File: src/rtl/multicycle_control_pkg.sv
// Shared encodings for the multi-cycle MIPS sequencer: states, opcodes,
// ALUOp / mux select codes and the decoded control word.
package mc_ctrl_pkg;

  typedef enum logic [3:0] {
    S_FETCH      = 4'd0,
    S_DECODE     = 4'd1,
    S_MEM_ADDR   = 4'd2,
    S_MEM_READ   = 4'd3,
    S_MEM_WB     = 4'd4,
    S_MEM_WRITE  = 4'd5,
    S_EXECUTE    = 4'd6,
    S_R_COMPLETE = 4'd7,
    S_BRANCH     = 4'd8,
    S_I_EXECUTE  = 4'd9,
    S_I_COMPLETE = 4'd10,
    S_JUMP       = 4'd11,
    S_JR         = 4'd12
  } state_e;

  localparam logic [5:0] OP_RTYPE = 6'h00;
  localparam logic [5:0] OP_J     = 6'h02;
  localparam logic [5:0] OP_JAL   = 6'h03;
  localparam logic [5:0] OP_BEQ   = 6'h04;
  localparam logic [5:0] OP_BNE   = 6'h05;
  localparam logic [5:0] OP_ADDI  = 6'h08;
  localparam logic [5:0] OP_ANDI  = 6'h0C;
  localparam logic [5:0] OP_ORI   = 6'h0D;
  localparam logic [5:0] OP_LUI   = 6'h0F;
  localparam logic [5:0] OP_LW    = 6'h23;
  localparam logic [5:0] OP_SW    = 6'h2B;
  localparam logic [5:0] FN_JR    = 6'h08;

  localparam logic [2:0] ALU_ADD   = 3'b000;
  localparam logic [2:0] ALU_SUB   = 3'b001;
  localparam logic [2:0] ALU_AND   = 3'b010;
  localparam logic [2:0] ALU_OR    = 3'b011;
  localparam logic [2:0] ALU_LUI   = 3'b100;
  localparam logic [2:0] ALU_RTYPE = 3'b111;

  localparam logic [1:0] SRCB_B     = 2'b00;
  localparam logic [1:0] SRCB_4     = 2'b01;
  localparam logic [1:0] SRCB_IMM   = 2'b10;
  localparam logic [1:0] SRCB_IMMSH = 2'b11;

  localparam logic [1:0] PCS_ALU    = 2'b00;
  localparam logic [1:0] PCS_ALUOUT = 2'b01;
  localparam logic [1:0] PCS_JUMP   = 2'b10;
  localparam logic [1:0] PCS_RS     = 2'b11;

  typedef struct packed {
    logic       PCWrite;
    logic       PCWriteCond;
    logic       PCWriteCondNE;
    logic       IorD;
    logic       MemRead;
    logic       MemWrite;
    logic       IRWrite;
    logic       MemtoReg;
    logic       RegDst;
    logic       RegWrite;
    logic       Jal;
    logic       ALUSrcA;
    logic [1:0] ALUSrcB;
    logic [2:0] ALUOp;
    logic [1:0] PCSource;
    logic       IllegalOp;
    logic       InstrDone;
  } ctrl_t;

  function automatic logic is_legal_op(input logic [5:0] op);
    case (op)
      OP_RTYPE, OP_J, OP_JAL, OP_BEQ, OP_BNE, OP_ADDI,
      OP_ANDI, OP_ORI, OP_LUI, OP_LW, OP_SW: is_legal_op = 1'b1;
      default:                               is_legal_op = 1'b0;
    endcase
  endfunction

endpackage

File: src/rtl/multicycle_control_if.sv
// Controller <-> datapath bundle: IR fields and handshakes in, control word out.
interface mc_ctrl_if;
  logic [5:0] OP;
  logic [5:0] Funct;
  logic       Zero;
  logic       MemReady;
  logic       PCWrite, PCWriteCond, PCWriteCondNE, IorD, MemRead, MemWrite;
  logic       IRWrite, MemtoReg, RegDst, RegWrite, Jal, ALUSrcA;
  logic [1:0] ALUSrcB;
  logic [2:0] ALUOp;
  logic [1:0] PCSource;
  logic       IllegalOp, InstrDone;
  logic [3:0] State;

  modport master (
    input  OP, Funct, Zero, MemReady,
    output PCWrite, PCWriteCond, PCWriteCondNE, IorD, MemRead, MemWrite,
           IRWrite, MemtoReg, RegDst, RegWrite, Jal, ALUSrcA, ALUSrcB,
           ALUOp, PCSource, IllegalOp, InstrDone, State
  );

  modport slave (
    output OP, Funct, Zero, MemReady,
    input  PCWrite, PCWriteCond, PCWriteCondNE, IorD, MemRead, MemWrite,
           IRWrite, MemtoReg, RegDst, RegWrite, Jal, ALUSrcA, ALUSrcB,
           ALUOp, PCSource, IllegalOp, InstrDone, State
  );
endinterface

File: src/rtl/multicycle_control_output_decode.sv
// Moore control-word decode: state plus OP/MemReady to every datapath control.
module mc_output_decode
  import mc_ctrl_pkg::*;
(
  input  state_e     state_i,
  input  logic [5:0] op_i,
  input  logic       mem_ready_i,
  output ctrl_t      ctrl_o
);

  always_comb begin
    ctrl_o = '0;
    case (state_i)
      S_FETCH: begin
        ctrl_o.MemRead = 1'b1;
        ctrl_o.ALUSrcB = SRCB_4;
        ctrl_o.ALUOp   = ALU_ADD;
        ctrl_o.PCWrite = mem_ready_i;
        ctrl_o.IRWrite = mem_ready_i;
      end
      S_DECODE: begin
        // Branch target precomputed into ALUOut while the opcode is decoded
        ctrl_o.ALUSrcB   = SRCB_IMMSH;
        ctrl_o.ALUOp     = ALU_ADD;
        ctrl_o.IllegalOp = ~is_legal_op(op_i);
      end
      S_MEM_ADDR: begin
        ctrl_o.ALUSrcA = 1'b1;
        ctrl_o.ALUSrcB = SRCB_IMM;
        ctrl_o.ALUOp   = ALU_ADD;
      end
      S_MEM_READ: begin
        ctrl_o.MemRead = 1'b1;
        ctrl_o.IorD    = 1'b1;
      end
      S_MEM_WB: begin
        ctrl_o.RegWrite  = 1'b1;
        ctrl_o.MemtoReg  = 1'b1;
        ctrl_o.InstrDone = 1'b1;
      end
      S_MEM_WRITE: begin
        ctrl_o.MemWrite  = 1'b1;
        ctrl_o.IorD      = 1'b1;
        ctrl_o.InstrDone = mem_ready_i;
      end
      S_EXECUTE: begin
        ctrl_o.ALUSrcA = 1'b1;
        ctrl_o.ALUSrcB = SRCB_B;
        ctrl_o.ALUOp   = ALU_RTYPE;
      end
      S_R_COMPLETE: begin
        ctrl_o.RegWrite  = 1'b1;
        ctrl_o.RegDst    = 1'b1;
        ctrl_o.InstrDone = 1'b1;
      end
      S_BRANCH: begin
        ctrl_o.ALUSrcA       = 1'b1;
        ctrl_o.ALUSrcB       = SRCB_B;
        ctrl_o.ALUOp         = ALU_SUB;
        ctrl_o.PCSource      = PCS_ALUOUT;
        ctrl_o.InstrDone     = 1'b1;
        ctrl_o.PCWriteCond   = (op_i == OP_BEQ);
        ctrl_o.PCWriteCondNE = (op_i == OP_BNE);
      end
      S_I_EXECUTE: begin
        ctrl_o.ALUSrcA = 1'b1;
        ctrl_o.ALUSrcB = SRCB_IMM;
        case (op_i)
          OP_ANDI: ctrl_o.ALUOp = ALU_AND;
          OP_ORI:  ctrl_o.ALUOp = ALU_OR;
          OP_LUI:  ctrl_o.ALUOp = ALU_LUI;
          default: ctrl_o.ALUOp = ALU_ADD;
        endcase
      end
      S_I_COMPLETE: begin
        ctrl_o.RegWrite  = 1'b1;
        ctrl_o.InstrDone = 1'b1;
      end
      S_JUMP: begin
        // jal links PC+4: PC is not overwritten until the end of this cycle
        ctrl_o.PCWrite   = 1'b1;
        ctrl_o.PCSource  = PCS_JUMP;
        ctrl_o.InstrDone = 1'b1;
        ctrl_o.Jal       = (op_i == OP_JAL);
        ctrl_o.RegWrite  = (op_i == OP_JAL);
      end
      S_JR: begin
        ctrl_o.PCWrite   = 1'b1;
        ctrl_o.PCSource  = PCS_RS;
        ctrl_o.InstrDone = 1'b1;
      end
      default: ctrl_o = '0;
    endcase
  end

endmodule

File: src/rtl/multicycle_control.sv
// Multi-cycle MIPS sequencer: state register, next-state logic and reset gating
// of the decoded control word.
module multicycle_control
  import mc_ctrl_pkg::*;
(
  input  logic      clk,
  input  logic      reset,
  mc_ctrl_if.master bus
);

  state_e state_q, state_d;
  ctrl_t  ctrl_raw, ctrl;

  always_ff @(posedge clk or negedge reset) begin
    if (!reset) state_q <= S_FETCH;
    else        state_q <= state_d;
  end

  always_comb begin
    state_d = state_q;
    case (state_q)
      S_FETCH:     if (bus.MemReady) state_d = S_DECODE;
      S_DECODE: begin
        case (bus.OP)
          OP_RTYPE:                        state_d = (bus.Funct == FN_JR) ? S_JR : S_EXECUTE;
          OP_LW, OP_SW:                    state_d = S_MEM_ADDR;
          OP_BEQ, OP_BNE:                  state_d = S_BRANCH;
          OP_ADDI, OP_ANDI, OP_ORI, OP_LUI: state_d = S_I_EXECUTE;
          OP_J, OP_JAL:                    state_d = S_JUMP;
          default:                         state_d = S_FETCH;
        endcase
      end
      S_MEM_ADDR:  state_d = (bus.OP == OP_SW) ? S_MEM_WRITE : S_MEM_READ;
      S_MEM_READ:  if (bus.MemReady) state_d = S_MEM_WB;
      S_MEM_WRITE: if (bus.MemReady) state_d = S_FETCH;
      S_EXECUTE:   state_d = S_R_COMPLETE;
      S_I_EXECUTE: state_d = S_I_COMPLETE;
      default:     state_d = S_FETCH;
    endcase
  end

  mc_output_decode u_dec (
    .state_i     (state_q),
    .op_i        (bus.OP),
    .mem_ready_i (bus.MemReady),
    .ctrl_o      (ctrl_raw)
  );

  // Enables drop the instant reset asserts; selects fall back to FETCH via state_q
  always_comb begin
    ctrl = ctrl_raw;
    if (!reset) begin
      ctrl.PCWrite       = 1'b0;
      ctrl.PCWriteCond   = 1'b0;
      ctrl.PCWriteCondNE = 1'b0;
      ctrl.MemRead       = 1'b0;
      ctrl.MemWrite      = 1'b0;
      ctrl.IRWrite       = 1'b0;
      ctrl.RegWrite      = 1'b0;
      ctrl.Jal           = 1'b0;
      ctrl.IllegalOp     = 1'b0;
      ctrl.InstrDone     = 1'b0;
    end
  end

  assign bus.PCWrite       = ctrl.PCWrite;
  assign bus.PCWriteCond   = ctrl.PCWriteCond;
  assign bus.PCWriteCondNE = ctrl.PCWriteCondNE;
  assign bus.IorD          = ctrl.IorD;
  assign bus.MemRead       = ctrl.MemRead;
  assign bus.MemWrite      = ctrl.MemWrite;
  assign bus.IRWrite       = ctrl.IRWrite;
  assign bus.MemtoReg      = ctrl.MemtoReg;
  assign bus.RegDst        = ctrl.RegDst;
  assign bus.RegWrite      = ctrl.RegWrite;
  assign bus.Jal           = ctrl.Jal;
  assign bus.ALUSrcA       = ctrl.ALUSrcA;
  assign bus.ALUSrcB       = ctrl.ALUSrcB;
  assign bus.ALUOp         = ctrl.ALUOp;
  assign bus.PCSource      = ctrl.PCSource;
  assign bus.IllegalOp     = ctrl.IllegalOp;
  assign bus.InstrDone     = ctrl.InstrDone;
  assign bus.State         = state_q;

endmodule

File: src/flat_wrapper.sv
// flat-port wrapper written by rule: the top's interface ports become plain ports
module multicycle_control_flat import mc_ctrl_pkg::*;
  (clk, reset, bus_OP, bus_Funct, bus_Zero, bus_MemReady, bus_PCWrite, bus_PCWriteCond, bus_PCWriteCondNE, bus_IorD, bus_MemRead, bus_MemWrite, bus_IRWrite, bus_MemtoReg, bus_RegDst, bus_RegWrite, bus_Jal, bus_ALUSrcA, bus_ALUSrcB, bus_ALUOp, bus_PCSource, bus_IllegalOp, bus_InstrDone, bus_State);
  mc_ctrl_if bus_i ();
  input  logic clk;
  input  logic reset;
  input wire logic [$bits(bus_i.OP)-1:0] bus_OP;
  input wire logic [$bits(bus_i.Funct)-1:0] bus_Funct;
  input wire logic [$bits(bus_i.Zero)-1:0] bus_Zero;
  input wire logic [$bits(bus_i.MemReady)-1:0] bus_MemReady;
  output wire logic [$bits(bus_i.PCWrite)-1:0] bus_PCWrite;
  output wire logic [$bits(bus_i.PCWriteCond)-1:0] bus_PCWriteCond;
  output wire logic [$bits(bus_i.PCWriteCondNE)-1:0] bus_PCWriteCondNE;
  output wire logic [$bits(bus_i.IorD)-1:0] bus_IorD;
  output wire logic [$bits(bus_i.MemRead)-1:0] bus_MemRead;
  output wire logic [$bits(bus_i.MemWrite)-1:0] bus_MemWrite;
  output wire logic [$bits(bus_i.IRWrite)-1:0] bus_IRWrite;
  output wire logic [$bits(bus_i.MemtoReg)-1:0] bus_MemtoReg;
  output wire logic [$bits(bus_i.RegDst)-1:0] bus_RegDst;
  output wire logic [$bits(bus_i.RegWrite)-1:0] bus_RegWrite;
  output wire logic [$bits(bus_i.Jal)-1:0] bus_Jal;
  output wire logic [$bits(bus_i.ALUSrcA)-1:0] bus_ALUSrcA;
  output wire logic [$bits(bus_i.ALUSrcB)-1:0] bus_ALUSrcB;
  output wire logic [$bits(bus_i.ALUOp)-1:0] bus_ALUOp;
  output wire logic [$bits(bus_i.PCSource)-1:0] bus_PCSource;
  output wire logic [$bits(bus_i.IllegalOp)-1:0] bus_IllegalOp;
  output wire logic [$bits(bus_i.InstrDone)-1:0] bus_InstrDone;
  output wire logic [$bits(bus_i.State)-1:0] bus_State;
  assign bus_i.OP = bus_OP;
  assign bus_i.Funct = bus_Funct;
  assign bus_i.Zero = bus_Zero;
  assign bus_i.MemReady = bus_MemReady;
  assign bus_PCWrite = bus_i.PCWrite;
  assign bus_PCWriteCond = bus_i.PCWriteCond;
  assign bus_PCWriteCondNE = bus_i.PCWriteCondNE;
  assign bus_IorD = bus_i.IorD;
  assign bus_MemRead = bus_i.MemRead;
  assign bus_MemWrite = bus_i.MemWrite;
  assign bus_IRWrite = bus_i.IRWrite;
  assign bus_MemtoReg = bus_i.MemtoReg;
  assign bus_RegDst = bus_i.RegDst;
  assign bus_RegWrite = bus_i.RegWrite;
  assign bus_Jal = bus_i.Jal;
  assign bus_ALUSrcA = bus_i.ALUSrcA;
  assign bus_ALUSrcB = bus_i.ALUSrcB;
  assign bus_ALUOp = bus_i.ALUOp;
  assign bus_PCSource = bus_i.PCSource;
  assign bus_IllegalOp = bus_i.IllegalOp;
  assign bus_InstrDone = bus_i.InstrDone;
  assign bus_State = bus_i.State;
  multicycle_control u_core (.clk(clk), .reset(reset), .bus(bus_i));
endmodule
File: config.mk
export PLATFORM = sky130hd
export DESIGN_NAME = multicycle_control_flat
export DESIGN_NICKNAME = d
export VERILOG_FILES = /design/src/rtl/multicycle_control_pkg.sv /design/src/rtl/multicycle_control_if.sv /design/src/rtl/multicycle_control_output_decode.sv /design/src/rtl/multicycle_control.sv /design/src/flat_wrapper.sv
export SDC_FILE = /design/constraint.sdc
export NUM_CORES = 1
export LEC_CHECK = 0
export CAP_MARGIN = 10
export CORE_ASPECT_RATIO = 0.7
export CORE_UTILIZATION = 32
export DETAILED_ROUTE_END_ITERATION = 6
export DONT_BUFFER_PORTS = 1
export GPL_ROUTABILITY_DRIVEN = 0
export GPL_TIMING_DRIVEN = 0
export PLACE_DENSITY = 0.48
export SLEW_MARGIN = 15
export SYNTH_ARGS = -nofsm -noshare
export SYNTH_HDL_FRONTEND = slang
export SYNTH_SLANG_ARGS = --single-unit
File: constraint.sdc
create_clock -name clk -period 2.6 [get_ports clk]
set_clock_uncertainty 0.15 [all_clocks]
set_input_delay 0.52 -clock clk [delete_from_list [all_inputs] [get_ports clk]]
set_output_delay 0.52 -clock clk [all_outputs]
set_load 0.02 [all_outputs]
==> metrics.cfg <==
[timing]
finalHoldViolCount=0
layout_setup_ws_ns=0.0430
max_freq_mhz=391
max_slew_margin_pct=54.1
tightest_slew_ns=0.682
rsz0062_at_grt=true
min_period_over_period_pct=98.3
finalMaxSlewViolations=0
setup_violations=0
fin_crit_ns=2.56

[route]
wl_per_cell_um=16.9
vias_per_cell=6.05
drc=0
drtIter0Drc=38
vias=883
wirelength_um=2470
first_pass_iters=4
antenna_left=0

[global_route]
grt_pass1_vias=741
grt_max_degree=11
grt_usage_pct=19.3
antenna_found_initial=0
grt_pass1_wl_um=3640
gr-total-overflow=0

[cells_and_area]
antenna_cells=0
stdcell_count=146
nFillCells=258
syn2layout_area_growth_pct=21.8
final_cell_mix=nor2_1 (11), nand2_1 (9), a21oi_1 (6)
final_common_cell=nor2_1
post-route-util_pct=41.6
layout-drive-gt1-share_pct=31.6
largest_reg_flops=4
layout.nets=132

[pwr]
total_leakage_power_nw=0.321
ir_worst_vdd_mv=0.309
powerDensity_nw_per_um2=848

[synthesis]
syn_area_um2=742
ys_types=43
syn_nets=123
synth_cells=107
synthFlopType=dfrtp_1
synth_edf_count=0
synthArstFlopShare_pct=100
ys_ff_latch=4
yosysSeqAreaShare_pct=13.5
ys.warnings.count=0
syn_area_per_cell_um2=6.93

[setup_path]
setup.worst_path.class=reg -> out
required_ns=1.93
r2r-start=u_core.bus.State[0]$_DFFE_PN0P_
startpoint_type=flip-flop
worst-path-max-fanout=6
critPathLaunch=u_core.bus.State[1]$_DFFE_PN0P_
cp_data_arrival_time_ns=1.89
r2r_slack_ns=0.77
endpoint_kind=output port

[flow_run]
cap_violations=0

[floorplanning]
start_util_pct=34.2
core_um2=2170
io_pins=41
die_area_um2=2520
die_y_um=42.3
fp.dieW_um=59.6
num_rows=14

[cts]
path_clk_slew_ns=0.03
clkLatencyLatePin_ns=0.24
h-tree-depth=1
cts.sinks=4
cts-root-buf=clkbuf_4
cts_buffers=3
cts_buffer_depth=2
tritoncts=done

[min_path]
min-delay-start=bus_MemReady
hold_class=in -> reg

[place]
place_inst=139
place_ws_ns=-0.00198
detailed_place_hpwl_um=1800
io_buffers=0

[run_status]
status=finished, final reports clean

synth_stat cells, drive strengths merged (2+ instances only):
cell type | instances | area, µm²
nand2 | 10 | 37.5
and3 | 2 | 12.5
o22ai | 6 | 50.0
nand2b | 6 | 45.0
dfrtp | 4 | 100
o21ai | 4 | 20.0
and2 | 3 | 18.8
nor4 | 2 | 12.5
nor3 | 10 | 55.1
nand3 | 2 | 10.0
a21oi | 6 | 30.0
clkbuf | 6 | 22.5
inv | 4 | 15.0
a211oi | 2 | 20.0
nand4 | 2 | 12.5
or2 | 2 | 15.0
buf | 5 | 43.8
nor2 | 13 | 51.3
what timing repair did:
action | in CTS | in global routing
hold buffers | 1 | 0
hold endpoints to repair | 4 | 0
setup endpoints to repair | 10 | 8
pin swaps | 3 | 2
buffers inserted | 2 | 3
resized for setup | 9 | 9
worst max-delay path, stage by stage, from the launching register on:
cell and delay (ns):
dfrtp_2 0.44, buf_6 0.14, nand2b_4 0.16, or2_4 0.27, or3_4 0.38, o22ai_2 0.26
layer usage:
layer / vias up / track usage, % / share of wire [%]
met3: 0 / 8.64 / 9.6
met4: 0 / 1.40 / 0
met5: - / 0 / 0
met1: 429 / 25.5 / 44
met2: 44 / 30.1 / 46
li1: 410 / - / -
final timing paths:
check                           cells after the start                         endpoint
worst max-delay path                                5                     bus_ALUOp[1]
worst min-delay path                                3  u_core.bus.State[0]$_DFFE_PN0P_
worst max register to register                      3  u_core.bus.State[1]$_DFFE_PN0P_
worst min register to register                      2  u_core.bus.State[2]$_DFFE_PN0P_
max in group asynchronous                           1  u_core.bus.State[1]$_DFFE_PN0P_
min in group asynchronous                           1  u_core.bus.State[2]$_DFFE_PN0P_
where the power goes:
group | internal, W | switching (W) | total, W
Combinational | 0.000183 | 0.000361 | 0.000544
Clock | 0.0000519 | 0.0000290 | 0.0000809
Sequential | 0.0000824 | 0.0000588 | 0.000141
cells by family (layout without fill, tap and decap cells):
logic type,after synthesis,in the layout,synth area share [%]
AND/OR/NAND/NOR,56,56,41.7
AO/OA/AOI/OAI,29,29,29.8
buffers and inverters,15,22,11.0
flip-flops,4,4,13.5
multiplexers,2,2,2.87
XOR/XNOR,1,1,1.18
metrics by stage:
step | cell area, µm² | power (W) | TNS, ns | hold WS, ns
floorplan | 742 | 0.000526 | 0 | 0.0744
global placement | 782 | 0.000608 | -0.0125 | 0.0745
detailed placement | 782 | 0.000611 | -0.00198 | 0.0745
CTS | 857 | 0.000712 | 0 | 0.359
global route | 903 | 0.000812 | -0.0501 | 0.360
finish | 903 | 0.000766 | 0 | 0.360
layout make-up:
cell class / instances / area, µm² / area share [%]
Multi-Input combinational cell: 88 / 621 / 68.7
Sequential cell: 4 / 101 / 11.2
Buffer: 9 / 56.3 / 6.23
Timing Repair Buffer: 6 / 47.5 / 5.26
Tap cell: 32 / 40.0 / 4.43
Clock buffer: 3 / 22.5 / 2.49
Inverter: 4 / 15.0 / 1.66
Power figures use the tool's default switching activity.
